## src/rtl/sdes_pkg.sv

```systemverilog
// rtl/sdes_pkg.sv - shared widths, FSM states and key-ordering helper for S-DES key search
package sdes_pkg;

    localparam int KEY_W    = 10;
    localparam int BLK_W    = 8;
    localparam int KEYSPACE = 1024;

    typedef enum logic [1:0] {
        ST_IDLE   = 2'd0,
        ST_SEARCH = 2'd1,
        ST_DONE   = 2'd2
    } state_t;

    // Switch order (SW[0] first) to key-schedule order (bit 1 of the schedule is the MSB)
    function automatic logic [KEY_W-1:0] bit_rev(input logic [KEY_W-1:0] v);
        logic [KEY_W-1:0] r;
        for (int i = 0; i < KEY_W; i++) begin
            r[i] = v[KEY_W-1-i];
        end
        return r;
    endfunction

endpackage

```

## src/rtl/Encrypt.sv

```systemverilog
// rtl/Encrypt.sv - S-DES two-round encryption of one byte under subkeys k1/k2
module Encrypt (
    input  logic [7:0] plaintext,
    input  logic [7:0] k1,
    input  logic [7:0] k2,
    output logic [7:0] ciphertext
);

    function automatic logic [1:0] sbox0(input logic [3:0] rc);
        case (rc)
            4'd0:  return 2'd1;  4'd1:  return 2'd0;  4'd2:  return 2'd3;  4'd3:  return 2'd2;
            4'd4:  return 2'd3;  4'd5:  return 2'd2;  4'd6:  return 2'd1;  4'd7:  return 2'd0;
            4'd8:  return 2'd0;  4'd9:  return 2'd2;  4'd10: return 2'd1;  4'd11: return 2'd3;
            4'd12: return 2'd3;  4'd13: return 2'd1;  4'd14: return 2'd3;  default: return 2'd2;
        endcase
    endfunction

    function automatic logic [1:0] sbox1(input logic [3:0] rc);
        case (rc)
            4'd0:  return 2'd0;  4'd1:  return 2'd1;  4'd2:  return 2'd2;  4'd3:  return 2'd3;
            4'd4:  return 2'd2;  4'd5:  return 2'd0;  4'd6:  return 2'd1;  4'd7:  return 2'd3;
            4'd8:  return 2'd3;  4'd9:  return 2'd0;  4'd10: return 2'd1;  4'd11: return 2'd0;
            4'd12: return 2'd2;  4'd13: return 2'd1;  4'd14: return 2'd0;  default: return 2'd3;
        endcase
    endfunction

    // Round function: expand, mix subkey, S-boxes (row = outer bits), P4
    function automatic logic [3:0] f_round(input logic [3:0] r, input logic [7:0] sk);
        logic [7:0] x;
        logic [3:0] s;
        x = {r[0], r[3], r[2], r[1], r[2], r[1], r[0], r[3]} ^ sk;
        s = {sbox0({x[7], x[4], x[6], x[5]}), sbox1({x[3], x[0], x[2], x[1]})};
        return {s[2], s[0], s[1], s[3]};
    endfunction

    logic [7:0] ip;
    logic [3:0] l1;
    logic [3:0] l2;
    logic [7:0] pre;

    // IP, round 1 with k1, halves swapped, round 2 with k2, inverse IP
    always_comb begin
        ip  = {plaintext[6], plaintext[2], plaintext[5], plaintext[7],
               plaintext[4], plaintext[0], plaintext[3], plaintext[1]};
        l1  = ip[7:4] ^ f_round(ip[3:0], k1);
        l2  = ip[3:0] ^ f_round(l1, k2);
        pre = {l2, l1};
        ciphertext = {pre[4], pre[7], pre[5], pre[3], pre[1], pre[6], pre[0], pre[2]};
    end

endmodule

```

## src/rtl/key_gen.sv

```systemverilog
// rtl/key_gen.sv - S-DES key schedule: 10-bit key to subkeys k1 and k2
module key_gen (
    input  logic [9:0] key10,
    output logic [7:0] k1,
    output logic [7:0] k2
);

    logic [9:0] p10;
    logic [9:0] ls1;
    logic [9:0] ls2;

    // P8 only uses schedule positions 3..10, so it takes the low eight bits
    function automatic logic [7:0] p8(input logic [7:0] x);
        return {x[4], x[7], x[3], x[6], x[2], x[5], x[0], x[1]};
    endfunction

    // P10, then circular shifts of each five-bit half by one and by a further two
    always_comb begin
        p10 = {key10[7], key10[5], key10[8], key10[3], key10[6],
               key10[0], key10[9], key10[1], key10[2], key10[4]};
        ls1 = {p10[8:5], p10[9], p10[3:0], p10[4]};
        ls2 = {ls1[7:5], ls1[9:8], ls1[2:0], ls1[4:3]};
        k1  = p8(ls1[7:0]);
        k2  = p8(ls2[7:0]);
    end

endmodule

```

## src/rtl/sdes_cipher_comb.sv

```systemverilog
// rtl/sdes_cipher_comb.sv - combinational S-DES encrypt from a switch-order key
module sdes_cipher_comb
    import sdes_pkg::*;
(
    input  logic [KEY_W-1:0] key,
    input  logic [BLK_W-1:0] block,
    output logic [BLK_W-1:0] cipher
);

    logic [KEY_W-1:0] key_sched;
    logic [7:0]       k1;
    logic [7:0]       k2;

    assign key_sched = bit_rev(key);

    key_gen u_key_gen (
        .key10 (key_sched),
        .k1    (k1),
        .k2    (k2)
    );

    Encrypt u_encrypt (
        .plaintext  (block),
        .k1         (k1),
        .k2         (k2),
        .ciphertext (cipher)
    );

endmodule

```

## src/rtl/sdes_key_search.sv

```systemverilog
// rtl/sdes_key_search.sv - exhaustive known-plaintext S-DES key search, one key per clock
module sdes_key_search
    import sdes_pkg::*;
#(
    parameter bit STOP_ON_FIRST = 1'b0
) (
    input  logic              CLOCK_50,
    input  logic              RESET_N,
    input  logic              start,
    input  logic [BLK_W-1:0]  plaintext,
    input  logic [BLK_W-1:0]  ciphertext,
    output logic              busy,
    output logic              done,
    output logic              found,
    output logic [KEY_W-1:0]  key_out,
    output logic [KEY_W:0]    match_count
);

    state_t           state;
    state_t           state_next;
    logic             accept;
    logic             last_cand;
    logic             hit;
    logic [KEY_W-1:0] cand;
    logic [BLK_W-1:0] pt_q;
    logic [BLK_W-1:0] ct_q;
    logic [BLK_W-1:0] trial;

    sdes_cipher_comb u_cipher (
        .key    (cand),
        .block  (pt_q),
        .cipher (trial)
    );

    assign hit       = (trial == ct_q);
    assign last_cand = (cand == KEY_W'(KEYSPACE - 1));
    assign busy      = (state == ST_SEARCH);
    assign done      = (state == ST_DONE);

    // State register
    always_ff @(posedge CLOCK_50 or negedge RESET_N) begin
        if (!RESET_N) begin
            state <= ST_IDLE;
        end else begin
            state <= state_next;
        end
    end

    // Next state; start is honoured in IDLE and DONE so searches can run back to back
    always_comb begin
        state_next = state;
        accept     = 1'b0;
        case (state)
            ST_IDLE: begin
                if (start) begin
                    state_next = ST_SEARCH;
                    accept     = 1'b1;
                end
            end
            ST_SEARCH: begin
                if (last_cand || (STOP_ON_FIRST && hit)) begin
                    state_next = ST_DONE;
                end
            end
            ST_DONE: begin
                if (start) begin
                    state_next = ST_SEARCH;
                    accept     = 1'b1;
                end else begin
                    state_next = ST_IDLE;
                end
            end
            default: state_next = ST_IDLE;
        endcase
    end

    // Latched pair, candidate counter and results; results hold until the next accepted start
    always_ff @(posedge CLOCK_50 or negedge RESET_N) begin
        if (!RESET_N) begin
            pt_q        <= '0;
            ct_q        <= '0;
            cand        <= '0;
            found       <= 1'b0;
            key_out     <= '0;
            match_count <= '0;
        end else if (accept) begin
            pt_q        <= plaintext;
            ct_q        <= ciphertext;
            cand        <= '0;
            found       <= 1'b0;
            key_out     <= '0;
            match_count <= '0;
        end else if (state == ST_SEARCH) begin
            if (hit) begin
                match_count <= match_count + 1'b1;
                if (!found) begin
                    found   <= 1'b1;
                    key_out <= cand;
                end
            end
            if (!last_cand) begin
                cand <= cand + 1'b1;
            end
        end
    end

endmodule

```

## config.mk

```make
export PLATFORM = sky130hd
export DESIGN_NAME = sdes_key_search
export DESIGN_NICKNAME = d
export VERILOG_FILES = /design/src/rtl/sdes_pkg.sv /design/src/rtl/Encrypt.sv /design/src/rtl/key_gen.sv /design/src/rtl/sdes_cipher_comb.sv /design/src/rtl/sdes_key_search.sv
export SDC_FILE = /design/constraint.sdc
export NUM_CORES = 1
export LEC_CHECK = 0
export ABC_AREA = 0
export CAP_MARGIN = 20
export CORE_ASPECT_RATIO = 1.4
export CORE_MARGIN = 2
export CORE_UTILIZATION = 50
export CTS_CLUSTER_SIZE = 28
export DETAILED_ROUTE_END_ITERATION = 8
export PLACE_DENSITY_LB_ADDON = 0.15
export SLEW_MARGIN = 25
export SYNTH_ARGS = -nofsm -noshare
export SYNTH_HDL_FRONTEND = slang
export SYNTH_HIERARCHICAL = 1
export SYNTH_SLANG_ARGS = --single-unit
```

## constraint.sdc

```tcl
create_clock -name CLOCK_50 -period 3.5 [get_ports CLOCK_50]
set_clock_uncertainty 0.15 [all_clocks]
set_input_delay 0.525 -clock CLOCK_50 [delete_from_list [all_inputs] [get_ports CLOCK_50]]
set_output_delay 0.525 -clock CLOCK_50 [all_outputs]
set_load 0.01 [all_outputs]
```

==> impl_results.md, run 1 <==
- Gr ovfl total: 0
- Synth Area in Adders: 0.01592
- Final min period: 3529 ps
- CP delay by family, top: XOR/XNOR gates
- Critical path class: flip-flop to flip-flop
- Post-Syn Area: 3143 um^2
- Synth Area per Inst: 9.382 um^2
- Tot GR Track Use: 0.2139
- Tightest Pin Transition: 760.9 ps
- Worst reg-to-reg setup slack: -30 ps
- CTS Root Cell: clkbuf_8
- Cells on worst reg2reg path: 15
- CP Max Fanout: 5
- Req. time, crit path: 3590 ps
- Drt pass-1 iters: 4
- Post-synthesis sequential area ratio: 0.3981
- DIE HEIGHT: 97.81 um
- Yosys cell types: 47
- Fmax: 0.2834 GHz
- Wire per inst: 15.74 um
- Critical Path Max Stage Delay: 500 ps
- Finished Core Util: 0.6521
- Failing checks: setup timing
- Final setup violation count: 4
- Starting Density: 0.5095
- WHS: 36.84 ps
- Fraction of registers with async set/reset: 1.000
- Largest family of logic cells by synthesized area: simple AND/OR/NAND/NOR gates
- Area leader, netlist: dfrtp_1
- Syn nets: 358
- N_diodes: 0
- Most frequent cells after synthesis: nand2_1, dfrtp_1, mux2i_1
- Initial DRC Count: 136
- DR vias: 2481
- Sequential Area: 1254 um^2
- Synthesis Warnings: 6
- Fillers: 479
- Reg-to-reg startpoint: pt_q[1]
- Startpoint types: flip-flop
- Post-synthesis mux area share: 0.1019
- Top-area cell type share of the netlist area: 0.3981
- Terminus of the critical flop-to-flop path: key_out[6]
- Share of post-route cells with drive strength above 1: 0.1949
- Largest net degree at the start of global routing: 53
- Crit. End Element: flip-flop
- Die W: 71.01 um
- Slew Viols, Final: 0
- Clk buf depth: 2
- Vias/cell: 5.370
- Xor-xnor portion of the synthesized cell area: 0.1369
- Post-synth EDFFs: 0
- Placement Setup Slack: 0.5806 ps
- Most frequent CP cell: xnor2_4
- Most common cell in the netlist: nand2_1
- Top-level port count: 43
- Worst Path Arrival: 3620 ps
- Worst-path clk slew: 110 ps
- Post-synthesis sequential element count: 50
- Final worst path period share: 1.008
- Core region area: 6168 um^2
- Cts hold-fix bufs: 0
- Final Net Count: 412
- Fin. Hold Viols: 0
- Post-route ant nets: 0
- I/O Buffers: 42
- DIE AREA: 6945 um^2
- Max Cap Viol: 0
- Dpl hpwl: 5143 um
- Max stage delay cell, worst path: dfrtp_2
- Initial antenna violation count: 0
- Number of buffers and inverters on the critical path: 3
- Compound-gate portion of the synthesized area: 0.06887
- CTS tree: built
- Cts bufs inserted: 5
- Unrepaired setup endpoints after global routing: true
- GPL Wtd Cong: 0.8597
- DRC viols: 0
- Multi-input logic area: 1872 um^2
- Vias in the first global route: 2499
- Worst-Skew Late Latency: 320 ps
- Tightest Hold Check Type: primary input to asynchronous set/reset pin
- Rows: 34
- Synthesized instance count: 335
- Area contributors post-synth: dfrtp_1, nand2_1, mux2i_1
- Area grow syn2layout: 27.99%
- Post-Route WL: 7271 um
- Simple-Gate Fraction of Synth Area: 0.2158
- First-pass GRT wire length: 11840 um
- Clk sinks: 50
- Relative slew margins: 0.4917
- Status: finished with violations
- Ys flop type: dfrtp_1
- Htree depth: 2
- Final WS setup: -29.14 ps
- Worst path cell trace: xnor2_4 > ha_1 > or2_1 > a31o_4 > xnor2_4 > inv_1 > ha_2 > mux2i_1 > xor2_1 > xor2_2 > nor2_2 > nand4b_1 > buf_6 > buf_12 > mux2i_2
metrics by stage:
stage	setup TNS [ps]	area, um^2	instances
global route	-2681	4023	462
finish	-37.77	4023	462
floorplan	0	3143	335
detailed placement	0	3655	444
global placement	0	3655	444
CTS	0	3757	452
layer usage:
layer	part of all wire	track usage	vias to the layer above
met2	0.55	0.4062	50
met5	0	0	-
li1	-	-	1223
met4	0.016	0.05806	0
met1	0.40	0.2455	1197
met3	0.033	0.02993	11
cells by family (layout without fill, tap and decap cells):
family	Yosys count	after routing
xor gates and xnor gates	45	45
muxes	30	30
buffers and inverters	35	90
AOI/OAI and AO/OA	27	27
DFF	50	50
and+or+nand+nor	144	144
adders and majority gates	4	4
flip-flops by register name, indices dropped and copies added (netlist names):
signal	flops
match_count	11
ct_q	8
key_out	10
found	1
pt_q	8
state	2
cand	10
worst reg2reg max path, stage by stage (launching register included):
cell	delay (ps)
dfrtp_2	500
xnor2_4	170
ha_1	190
or2_1	240
a31o_4	260
xnor2_4	150
inv_1	70
ha_2	270
mux2i_1	190
xor2_1	270
xor2_2	310
nor2_2	70
nand4b_1	130
buf_6	140
buf_12	120
mux2i_2	210
how the worst max path moves through the flow:
stage               startpoint          to  slack, ps  cells past startpoint
global route           pt_q[1]  key_out[6]       -210                     15
detailed placement     pt_q[1]  key_out[6]        0.6                     14
CTS                    pt_q[1]  key_out[6]          5                     12
global placement       pt_q[1]  key_out[2]         80                     12
finish                 pt_q[1]  key_out[6]        -30                     15
floorplan              cand[9]  key_out[0]         80                     15
cell type report:
| cell class | instances | area share |
|---|---|---|
| multi-input combinational | 250 | 0.4653 |
| sequential | 50 | 0.3117 |
| timing repair buffer | 72 | 0.1677 |
| tap | 72 | 0.02240 |
| clock buffer | 5 | 0.01711 |
| inverter | 10 | 0.009331 |
| clock inverter | 3 | 0.006532 |
repair_timing:
item / 4_1_cts / 5_1_grt
gates resized for setup: 1 / 27
buffers inserted: 0 / 9
cloned: 0 / 1
setup endpoints to repair: 10 / 22
hold endpoints to repair: 0 / 0
pin swaps: 1 / 15
placed cells by master (no fill, tap or decap), types with 4 or more instances in the layout:
cell type,n
a21oi_1,5
a31oi_1,4
buf_4,27
clkbuf_8,5
clkdlybuf4s50_1,41
dfrtp_1,48
inv_1,9
mux2i_1,24
mux2i_2,4
nand2_1,88
nand2b_1,7
nand3_1,5
nand4_1,9
nor2_1,10
o21ai_0,4
xnor2_1,17
xnor2_2,6
xor2_1,15
Power of run 1 is left out: the tool's default activity adds up to more than one toggle a clock period on the data nets, which glitch-free logic cannot reach.
==> run 2, diff against run 1 <==
--- a/config.mk
+++ b/config.mk
@@ -9,7 +9,7 @@
 export CAP_MARGIN = 20
 export CORE_ASPECT_RATIO = 1.4
 export CORE_MARGIN = 2
-export CORE_UTILIZATION = 50
+export CORE_UTILIZATION = 59
 export CTS_CLUSTER_SIZE = 28
 export DETAILED_ROUTE_END_ITERATION = 8
 export PLACE_DENSITY_LB_ADDON = 0.15
==> constraint.sdc (replaced) <==
create_clock -name CLOCK_50 -period 4.53 [get_ports CLOCK_50]
set_clock_uncertainty 0.15 [all_clocks]
set_input_delay 0.6795 -clock CLOCK_50 [delete_from_list [all_inputs] [get_ports CLOCK_50]]
set_output_delay 0.6795 -clock CLOCK_50 [all_outputs]
set_load 0.01 [all_outputs]
==> impl_results.md, run 2 (synthesis results as in run 1) <==
- Cts bufs inserted: 5
- Unrepaired setup endpoints after global routing: false
- Status: finished, final reports clean
- Worst reg-to-reg setup slack: 700 ps
- Starting Density: 0.6093
- Final setup violation count: 0
- Biggest regs: match_count: 11 flops, cand: 10 flops, key_out: 10 flops
- DIE AREA: 5935 um^2
- N_diodes: 0
- Req. time, crit path: 4570 ps
- Multi-input logic area: 1703 um^2
- Post-route ant nets: 0
- CTS tree: built
- Fin. Hold Viols: 0
- Wire per inst: 14.61 um
- Largest reg by FF count: match_count
- Worst-path clk slew: 100 ps
- Commonest non-fill, non-tap cell in the layout: nand2_1
- Critical path class: flip-flop to flip-flop
- Dpl hpwl: 4538 um
- Gr ovfl total: 0
- First-pass GRT wire length: 11050 um
- Tightest Hold Check Type: primary input to asynchronous set/reset pin
- Htree depth: 2
- Max Cap Viol: 0
- Terminus of the critical flop-to-flop path: key_out[3]
- Reg-to-reg startpoint: cand[9]
- Drt pass-1 iters: 4
- Post-Route WL: 6267 um
- Tot GR Track Use: 0.2348
- CP Max Fanout: 10
- Grt peak-use layer: met2
- Cts hold-fix bufs: 0
- Final worst path period share: 0.8463
- Max FFs per register: 11
- Core region area: 5159 um^2
- DR vias: 2384
- Final WS setup: 696.2 ps
- Cells on worst reg2reg path: 14
- Finished Core Util: 0.7000
- Tightest Pin Transition: 636.5 ps
- Clk buf depth: 2
- DRC viols: 0
- DIE HEIGHT: 90.36 um
- Slew Viols, Final: 0
- Worst Path Arrival: 3880 ps
- Placement Setup Slack: 727.8 ps
- Initial antenna violation count: 0
- Met1 GRT Util: 0.2957
- Relative slew margins: 0.5756
- GPL Wtd Cong: 0.8418
- Met2 Use GR: 0.4066
- Vias/cell: 5.557
- Top-level port count: 43
- Initial DRC Count: 208
- Final min period: 3834 ps
- Met3 Track Usage GR: 0.04115
- Resized Gates After CTS: 0
- Largest net degree at the start of global routing: 53
- Clk sinks: 50
- Rows: 31
- Worst-Skew Late Latency: 300 ps
- Area grow syn2layout: 14.89%
- Postcts setup bufs: 0
- Most frequent cells in the layout: nand2_1, dfrtp_1, clkdlybuf4s50_1, mux2i_1, xnor2_1
- I/O Buffers: 42
- Fmax: 0.2608 GHz
- Share of post-route cells with drive strength above 1: 0.07713
- CTS Root Cell: clkbuf_8
- Crit. End Element: flip-flop
- Setup TNS: 0 ps
- Final Net Count: 385
- Die W: 65.69 um
- Sequential Area: 1251 um^2
- Startpoint types: flip-flop
- Vias in the first global route: 2368
- Fillers: 407
==> run 2: final cells by class <==
cell class,instances,share of cell area
Clock buffer,6,0.02287
Timing Repair Buffer,45,0.1213
Multi-Input combinational cell,250,0.4716
Clock inverter,2,0.004505
Sequential cell,50,0.3465
Tap cell,66,0.02287
Inverter,10,0.01040
==> run 2: worst max path at each step <==
stage / start / depth (start not counted) / slack [ps] / endpoint
floorplan: cand[9] / 15 / 1110 / key_out[0]
global placement: cand[9] / 14 / 790 / key_out[0]
detailed placement: cand[9] / 14 / 730 / key_out[3]
CTS: cand[9] / 14 / 700 / key_out[7]
global route: cand[9] / 14 / 420 / key_out[2]
finish: cand[9] / 14 / 700 / key_out[3]
==> run 2: worst max-delay path, cell delays in order, from the launching register on <==
cell	delay, ps
dfrtp_1	500
xnor2_1	230
ha_1	220
or2_1	210
a31o_2	290
xnor2_1	290
inv_1	80
ha_1	270
mux2i_1	150
xor2_1	230
xor2_1	170
nor2_1	400
nand4b_1	170
buf_4	230
mux2i_1	130
==> run 2: metal layers <==
metal	up-vias	part of all wire
li1	1169	-
met1	1150	0.43
met2	57	0.53
met3	8	0.032
met4	0	0.013
met5	-	0
==> run 2: per-stage QoR <==
step | cells | instance area (um^2) | hold WS (ps)
after detailed placement | 421 | 3507 | 338.1
after CTS | 429 | 3606 | 345.8
after floorplan | 335 | 3143 | 233.9
after global placement | 421 | 3507 | 313.3
final | 429 | 3611 | 319.1
after global routing | 429 | 3611 | 383.6
Power of run 2 is left out for the same reason.
